==> config.mk <==
export PLATFORM = sky130hd
export DESIGN_NAME = adder_display_ctrl
export DESIGN_NICKNAME = d
export VERILOG_FILES = /design/src/rtl/adder_display_ctrl_pkg.sv /design/src/rtl/adder_display_ctrl_bin5_to_bcd2.sv /design/src/rtl/adder_display_ctrl.sv
export SDC_FILE = /design/constraint.sdc
export NUM_CORES = 1
export LEC_CHECK = 0
export ABC_AREA = 1
export BUFFER_PORTS_ARGS = -buffer_cell sky130_fd_sc_hd__clkbuf_2
export CAP_MARGIN = 20
export CORE_MARGIN = 3
export CORE_UTILIZATION = 45
export CTS_BUF_LIST = sky130_fd_sc_hd__clkbuf_16
export DETAILED_ROUTE_END_ITERATION = 6
export GPL_ROUTABILITY_DRIVEN = 0
export PLACE_DENSITY = 0.67
export SETUP_SLACK_MARGIN = 0.1
export SYNTH_ARGS = -nofsm -noshare
export SYNTH_HDL_FRONTEND = slang
export SYNTH_SLANG_ARGS = --single-unit
export TNS_END_PERCENT = 10
==> constraint.sdc <==
create_clock -name clk -period 1.9 [get_ports clk]
set_input_delay 0.38 -clock clk [delete_from_list [all_inputs] [get_ports clk]]
set_output_delay 0.38 -clock clk [all_outputs]
set_load 0.01 [all_outputs]
==> src/rtl/adder_display_ctrl_pkg.sv <==
// Shared encodings for the adder/BCD display path.
// State codes, blank digit value and default scan divider.
package adder_display_ctrl_pkg;

  typedef enum logic [2:0] {
    ST_IDLE  = 3'd0,
    ST_GOT_A = 3'd1,
    ST_ADD   = 3'd2,
    ST_SHOW  = 3'd3
  } state_t;

  localparam logic [3:0] BLANK = 4'hF;
  localparam int SCAN_DIV_DEF = 50000;

endpackage

==> src/rtl/adder_display_ctrl_bin5_to_bcd2.sv <==
// 5-bit binary to two BCD digits (0..31).
// Pure combinational range split.
module bin5_to_bcd2 (
  input  logic [4:0] bin,
  output logic [3:0] tens,
  output logic [3:0] ones
);

  always_comb begin
    tens = 4'd0;
    ones = 4'd0;
    if (bin >= 5'd30) begin
      tens = 4'd3;
      ones = 4'(bin - 5'd30);
    end else if (bin >= 5'd20) begin
      tens = 4'd2;
      ones = 4'(bin - 5'd20);
    end else if (bin >= 5'd10) begin
      tens = 4'd1;
      ones = 4'(bin - 5'd10);
    end else begin
      tens = 4'd0;
      ones = bin[3:0];
    end
  end

endmodule

==> src/rtl/adder_display_ctrl.sv <==
// Operand capture, add sequencer and two-digit
// multiplexed BCD display driver.
module adder_display_ctrl
  import adder_display_ctrl_pkg::*;
#(
  parameter int SCAN_DIV = SCAN_DIV_DEF,
  parameter int SCAN_W   = 16
) (
  input  logic       clk,
  input  logic       reset,
  input  logic [3:0] sw,
  input  logic       enter,
  input  logic       clear,
  output logic [2:0] state,
  output logic [3:0] op_a,
  output logic [3:0] op_b,
  output logic [4:0] result,
  output logic [3:0] tens,
  output logic [3:0] ones,
  output logic       valid,
  output logic [1:0] an,
  output logic [3:0] digit
);

  state_t            st;
  logic [SCAN_W-1:0] cnt;
  logic              idx;

  assign state = st;

  always_ff @(posedge clk) begin
    if (reset) begin
      st     <= ST_IDLE;
      op_a   <= '0;
      op_b   <= '0;
      result <= '0;
      valid  <= 1'b0;
    end else if (clear) begin
      st     <= ST_IDLE;
      op_a   <= '0;
      op_b   <= '0;
      result <= '0;
      valid  <= 1'b0;
    end else begin
      unique case (st)
        ST_IDLE: begin
          if (enter) begin
            op_a <= sw;
            st   <= ST_GOT_A;
          end
        end
        ST_GOT_A: begin
          if (enter) begin
            op_b <= sw;
            st   <= ST_ADD;
          end
        end
        ST_ADD: begin
          result <= {1'b0, op_a} + {1'b0, op_b};
          valid  <= 1'b1;
          st     <= ST_SHOW;
        end
        ST_SHOW: begin
          if (enter) begin
            op_a  <= sw;
            valid <= 1'b0;
            st    <= ST_GOT_A;
          end
        end
        default: st <= ST_IDLE;
      endcase
    end
  end

  // Scan free-runs regardless of FSM state and clear.
  always_ff @(posedge clk) begin
    if (reset) begin
      cnt <= '0;
      idx <= 1'b0;
      an  <= 2'b10;
    end else if (cnt == SCAN_W'(SCAN_DIV - 1)) begin
      cnt <= '0;
      idx <= ~idx;
      an  <= idx ? 2'b10 : 2'b01;
    end else begin
      cnt <= cnt + SCAN_W'(1);
    end
  end

  bin5_to_bcd2 u_bcd (
    .bin  (result),
    .tens (tens),
    .ones (ones)
  );

  always_comb begin
    digit = BLANK;
    if (valid) begin
      if (!idx)
        digit = ones;
      else if (tens != 4'd0)
        digit = tens;
    end
  end

endmodule

==> impl_metrics.tcl, run 1 <==
set metrics [dict create \
    outcome "complete, but fails checks" \
    violations "setup timing" \
    start_kind "flip-flop" \
    grt_max_degree 15 \
    drive_above_1_share_pct 33.2 \
    layout_common_cells "36 x inv_1, 36 x nand2_1, 35 x nor2_1" \
    numCtsBuffers 5 \
    antennaDiodeCount 0 \
    syn-cell-area_um2 2010 \
    worstPathRequired_ps 1520 \
    design.die.area_um2 5290 \
    rsz0062_at_grt "yes" \
    start_util_pct 48.4 \
    drv_slew 0 \
    whs_ps 314 \
    die_y_um 72.8 \
    rows 23 \
    end_kind "output port" \
    grt_pass1_wl_mm 7.87 \
    grt_pass1_vias 1819 \
    cellPowerDensity_nw_per_um2 652 \
    fmax_mhz 485 \
    preCtsSetupSlack_ps 10.8 \
    max_cap_viol_count 0 \
    drt_iter0_markers 118 \
    wire_per_inst_um 12.5 \
    syn_avg_cell_area_um2 7.27 \
    fin_area_um2 2530 \
    criticalPathCategory "reg -> out" \
    areaGrowthSynthToFinish_pct 26.1 \
    seqPwrFrac_pct 45.4 \
    clk_latency_ps 280 \
    dp_hpwl_mm 3.30 \
    hold_violations 0 \
    synth_seq_area_share_pct 33.9 \
    holdCritPathClass "in -> reg" \
    cts_tree "yes" \
    ioPinCount 39 \
    fin_tns_setup_ps -677 \
    htree_levels 2 \
    yosys_warnings 0 \
    p_leak_nw 1.15 \
    setup_viol 7 \
    skew_ps 6.58 \
    antenna_left 0 \
    p_sw_w 0.000388 \
    placed_area_um2 2210 \
    die_w_um 72.8 \
    clk_pin_slew_worst_paths_ps 50 \
    min_period_ps 2060 \
    grt_overflow_total 0 \
    setup_ws_ps -161 \
    synth.distinct_cells 32 \
    clockRootBuffer "clkbuf_16" \
    vias_per_cell 4.99 \
    cp_data_arrival_time_ps 1680 \
    placement.io_buffers 35 \
    post-route-period-util_pct 108 \
    ir_worst_vdd_v 0.000542 \
    wirelength_mm 4.64 \
    final_nets 343 \
    worst-path-max-fanout 4 \
    holdBufCountCts 0 \
    p_sw_share_pct 23.5 \
    p_comb_share_pct 8.9 \
    cts_buffer_depth 2 \
    first_pass_iters 4 \
    track_usage_pct 18.9 \
    intPower_w 0.00126 \
    ys_seq_elements 34 \
    pwr-share-clk_pct 45.7 \
    clock-sinks 34 \
    syn_inst 276 \
    core_area_um2 4140 \
    num_vias 1857 \
    drc 0 \
    antenna_found_initial 0 \
]
## stage by stage
step / util (%) / std cells / power, W
CTS: 59.1 / 371 / 0.00166
global route: 61.0 / 372 / 0.00172
global placement: 53.3 / 359 / 0.000895
floorplan: - / 278 / 0.000859
detailed placement: 53.3 / 359 / 0.000898
finish: 61.0 / 372 / 0.00165
## cell usage after synthesis
master / n / area share, %
dfxtp_1: 34 / 34
nor2_1: 36 / 6.7
nor3b_2: 1 / 0.62
o211ai_1: 7 / 2.6
nor3b_1: 1 / 0.37
xor2_1: 2 / 0.87
and2_1: 2 / 0.62
nand2_4: 2 / 1.1
nor2_4: 2 / 1.1
inv_2: 6 / 1.1
a221oi_1: 2 / 0.87
nand3_1: 15 / 3.7
nor3_1: 6 / 1.5
xnor2_1: 1 / 0.44
a21oi_1: 11 / 2.7
buf_4: 5 / 1.9
buf_12: 1 / 1.0
a21oi_2: 7 / 3.1
buf_6: 1 / 0.56
nand2_1: 47 / 8.8
ha_1: 13 / 8.1
nor2_2: 5 / 1.6
fa_1: 1 / 1.0
nor3_2: 1 / 0.50
nand2_2: 3 / 0.94
a21boi_0: 1 / 0.37
nand4_1: 5 / 1.6
nand3_2: 1 / 0.50
clkbuf_1: 1 / 0.19
conb_1: 1 / 0.19
o21ai_0: 17 / 4.2
inv_1: 38 / 7.1
## power groups by stage
stage / logic (W) / registers [W] / clock network, W
2_1_floorplan: 0.0000934 / 0.000765 / 0
3_3_place_gp: 0.000133 / 0.000762 / 0
3_5_place_dp: 0.000135 / 0.000762 / 0
4_1_cts: 0.000140 / 0.000748 / 0.000774
5_1_grt: 0.000169 / 0.000751 / 0.000805
6_report: 0.000147 / 0.000749 / 0.000753
## flip-flops by register name, summed over array words and instances (netlist names)
signal and count:
cnt 16, result 5, op_a 4, op_b 4, an 2, state 2, valid 1
## critical path, stage by stage (launching register included)
cell	delay, ps
dfxtp_2	320
inv_2	110
ha_4	150
nand2_2	50
nand2_2	80
nand2_4	60
buf_6	120
nor2_4	130
a21oi_2	70
nand2_1	70
nand2_1	50
nand2_1	60
buf_2	120
## cell families (layout without fill, tap and decap cells)
kind of cell             after synthesis  count (layout)  share of synthesized area (%)
AO/OA/AOI/OAI                         45              45                           13.9
XOR/XNOR                               3               3                           1.31
adder cells (fa/ha/maj)               14              14                           9.11
buffers and inverters                 52              96                           11.9
flip-flops                            34              34                           33.9
other                                  1               3                          0.187
AND/OR/NAND/NOR                      127             127                           29.7
## per-layer routing
| layer | vias up | part of all wire (%) | track usage (%) |
|---|---|---|---|
| met1 | 823 | 46 | 22.7 |
| met4 | 0 | 2.9 | 9.22 |
| met5 | - | 0 | 0 |
| li1 | 968 | - | - |
| met2 | 52 | 45 | 31.5 |
| met3 | 14 | 5.2 | 4.55 |
## repair_timing
| action | in CTS | in global routing |
|---|---|---|
| gates resized for setup | 23 | 25 |
| pin swaps | 5 | 10 |
| setup buffers | 4 | 1 |
| endpoints found under the setup margin | 9 | 9 |
## final cells by class
class,count,area (um2)
Multi-Input combinational cell,192,1220
Tap cell,50,62.6
Sequential cell,34,688
Timing Repair Buffer,44,253
Inverter,44,168
Clock inverter,3,12.5
Fill cell,396,1620
Clock buffer,5,125
## worst paths after layout
check	startpoint	to	slack (ps)	cells after the start
worst max-delay path	result[1]	digit[2]	-160	12
worst min-delay path	reset	an[0]	310	2
worst max register to register	cnt[0]	cnt[2]	410	8
worst min register to register	cnt[0]	cnt[0]	450	1
Power figures use the tool's default switching activity.
==> run 2: changes to the inputs <==
--- a/config.mk
+++ b/config.mk
@@ -17,5 +17,6 @@
 export SETUP_SLACK_MARGIN = 0.1
 export SYNTH_ARGS = -nofsm -noshare
 export SYNTH_HDL_FRONTEND = slang
+export SYNTH_HIERARCHICAL = 1
 export SYNTH_SLANG_ARGS = --single-unit
 export TNS_END_PERCENT = 10
==> run 2 against run 1 <==
Net effect:
- the flow still finishes with violations (setup timing)
- first-iteration DRC count unchanged
- sequential share of layout area decreased by 1.4 points
- wire length rose by 3.3%
- critical path type unchanged
==> impl_metrics.tcl, run 2 <==
set metrics [dict create \
    outcome "complete, but fails checks" \
    violations "setup timing" \
    use_met1_pct 24.5 \
    ir_worst_vdd_v 0.000543 \
    grt_max_degree 15 \
    final_common_cell "nand2_1" \
    rsz0062_at_grt "yes" \
    end_kind "output port" \
    grt_pass1_vias 1918 \
    use_met3_pct 4.49 \
    drt_iter0_markers 118 \
    setup_viol 7 \
    clock-sinks 34 \
    cts_buffer_depth 2 \
    placed_area_um2 2400 \
    cts_tree "yes" \
    synth.distinct_cells 30 \
    placement.io_buffers 35 \
    crit_path_frequent_cell "nand2_2" \
    p_total_w 0.00164 \
    drive_above_1_share_pct 28.6 \
    setup_ws_ps -275 \
    whs_ps 319 \
    start_util_pct 48.1 \
    wire_per_inst_um 11.5 \
    min_period_ps 2170 \
    layout_common_cells "65 x nand2_1, 45 x inv_1, 34 x nor2_1" \
    synth_seq_area_share_pct 31.4 \
    synth_top_cell_by_area "dfxtp_1" \
    fillCellCount 418 \
    reg2reg_slack_ps 440 \
    ys_seq_elements 34 \
    design.die.area_um2 5680 \
    cellPowerDensity_nw_per_um2 612 \
    largest_reg_flops 16 \
    fmax_mhz 460 \
    top_regs "cnt x16, result x5" \
    largest-register "cnt" \
    skew_ps 7.75 \
    die_y_um 75.4 \
    vias_per_cell 4.87 \
    core_area_um2 4500 \
    worstPathCellList "inv_6 -> ha_4 -> nand2_2 -> nand3_2 -> nand2_2 -> nand2_2 -> nand2_2 -> inv_2 -> nand4_1 -> nand2_1 -> nand2_1 -> nand3_1 -> buf_2" \
    grt_pass1_wl_mm 8.33 \
    track_usage_pct 18.9 \
    synth.most_common_cell "nand2_1" \
    numCtsBuffers 5 \
    ioPinCount 39 \
    fin_area_um2 2680 \
    synth_common_cells "67 x nand2_1, 49 x inv_1, 34 x dfxtp_1, 34 x nor2_1, 31 x nand3_1" \
    first_pass_iters 4 \
    antenna_left 0 \
    p_leak_nw 1.23 \
    synth_edf_count 0 \
    cp_slowest_cell "dfxtp_4" \
    critPathMaxStageDelay_ps 410 \
    post-route-period-util_pct 114 \
    top_usage_layer "met2" \
    areaGrowthSynthToFinish_pct 23.9 \
    clockRootBuffer "clkbuf_16" \
    synth_top_cell_area_share_pct 31.4 \
    globalRouteMet2Util_pct 31.2 \
    dp_hpwl_mm 3.65 \
    clk_latency_ps 270 \
    die_w_um 75.4 \
    synthFlopType "dfxtp_1" \
    syn_avg_cell_area_um2 6.83 \
    htree_levels 2 \
    syn-cell-area_um2 2170 \
    syn_inst 317 \
    hold_violations 0 \
    final_nets 387 \
    grt_overflow_total 0 \
    drv_slew 0 \
    holdCritPathClass "in -> reg" \
    antenna_found_initial 0 \
    wirelength_mm 4.79 \
    cp_data_arrival_time_ps 1790 \
    start_kind "flip-flop" \
    antennaDiodeCount 0 \
    ys_async_sr_fraction_pct 0 \
    drc 0 \
    synth_area_leaders "dfxtp_1 31%, nand2_1 12%, inv_1 8.5%" \
    worstPathRequired_ps 1520 \
    worst-path-max-fanout 6 \
    num_vias 2025 \
    clk_pin_slew_worst_paths_ps 50 \
    yosys_warnings 6 \
    fin_tns_setup_ps -1280 \
    criticalPathCategory "reg -> out" \
    max_cap_viol_count 0 \
    rows 24 \
]
## run 2: power breakdown
part	internal, W	switching [W]	total, W
Sequential	0.000728	0.0000180	0.000746
Combinational	0.0000631	0.0000938	0.000157
Clock	0.000465	0.000276	0.000741
Total	0.00126	0.000388	0.00164
## run 2: stage by stage
stage	std cells	util [%]	worst slack, ps
finish	416	59.6	-275
global route	416	59.6	-407
CTS	416	59.0	-242
detailed placement	403	53.3	-67.0
global placement	403	53.3	19.6
floorplan	318	-	112
## run 2: timing repair
item	4_1_cts	5_1_grt
gates cloned	0	0
setup buffers	7	0
pin swaps	9	4
gates resized for setup	19	9
hold buffers	0	0
setup endpoints to repair	8	9
## run 2: critical path: cells and delay by family (launching register included)
family	cells	cell delay [ps]
simple gates	9	710
flops	1	410
buf+inv	3	250
fa+ha+maj	1	150
## run 2: cell families (layout without fill, tap and decap cells)
group / Yosys count / after routing / synth area share [%]
AOI/OAI and AO/OA: 35 / 35 / 9.36
xor gates and xnor gates: 4 / 4 / 1.62
adders and majority gates: 14 / 14 / 8.43
buffers and inverters: 60 / 106 / 12.2
DFF: 34 / 34 / 31.4
other: 2 / 3 / 0.347
and+or+nand+nor: 168 / 168 / 36.6
## run 2: cell type report
class / instances / area (um2) / area share [%]
clock buffers: 5 / 125 / 4.66
clock inverters: 1 / 3.75 / 0.140
inverters: 52 / 208 / 7.74
multi-input cells: 224 / 1320 / 49.1
flip-flops and latches: 34 / 692 / 25.8
well taps: 52 / 65.1 / 2.42
repair buffers: 48 / 273 / 10.2
## run 2: worst paths after layout
path	cells after the start	endpoint	startpoint
setup reg to reg	6	result[2]	op_a[0]
setup / recovery	13	digit[3]	result[1]
hold / removal	2	cnt[2]	reset
hold reg to reg	1	cnt[0]	cnt[0]
## run 2: layer usage
layer | part of all wire [%] | vias up
met5 | 0 | -
met4 | 0.77 | 0
met3 | 4.9 | 4
met2 | 46 | 42
met1 | 49 | 893
li1 | - | 1086
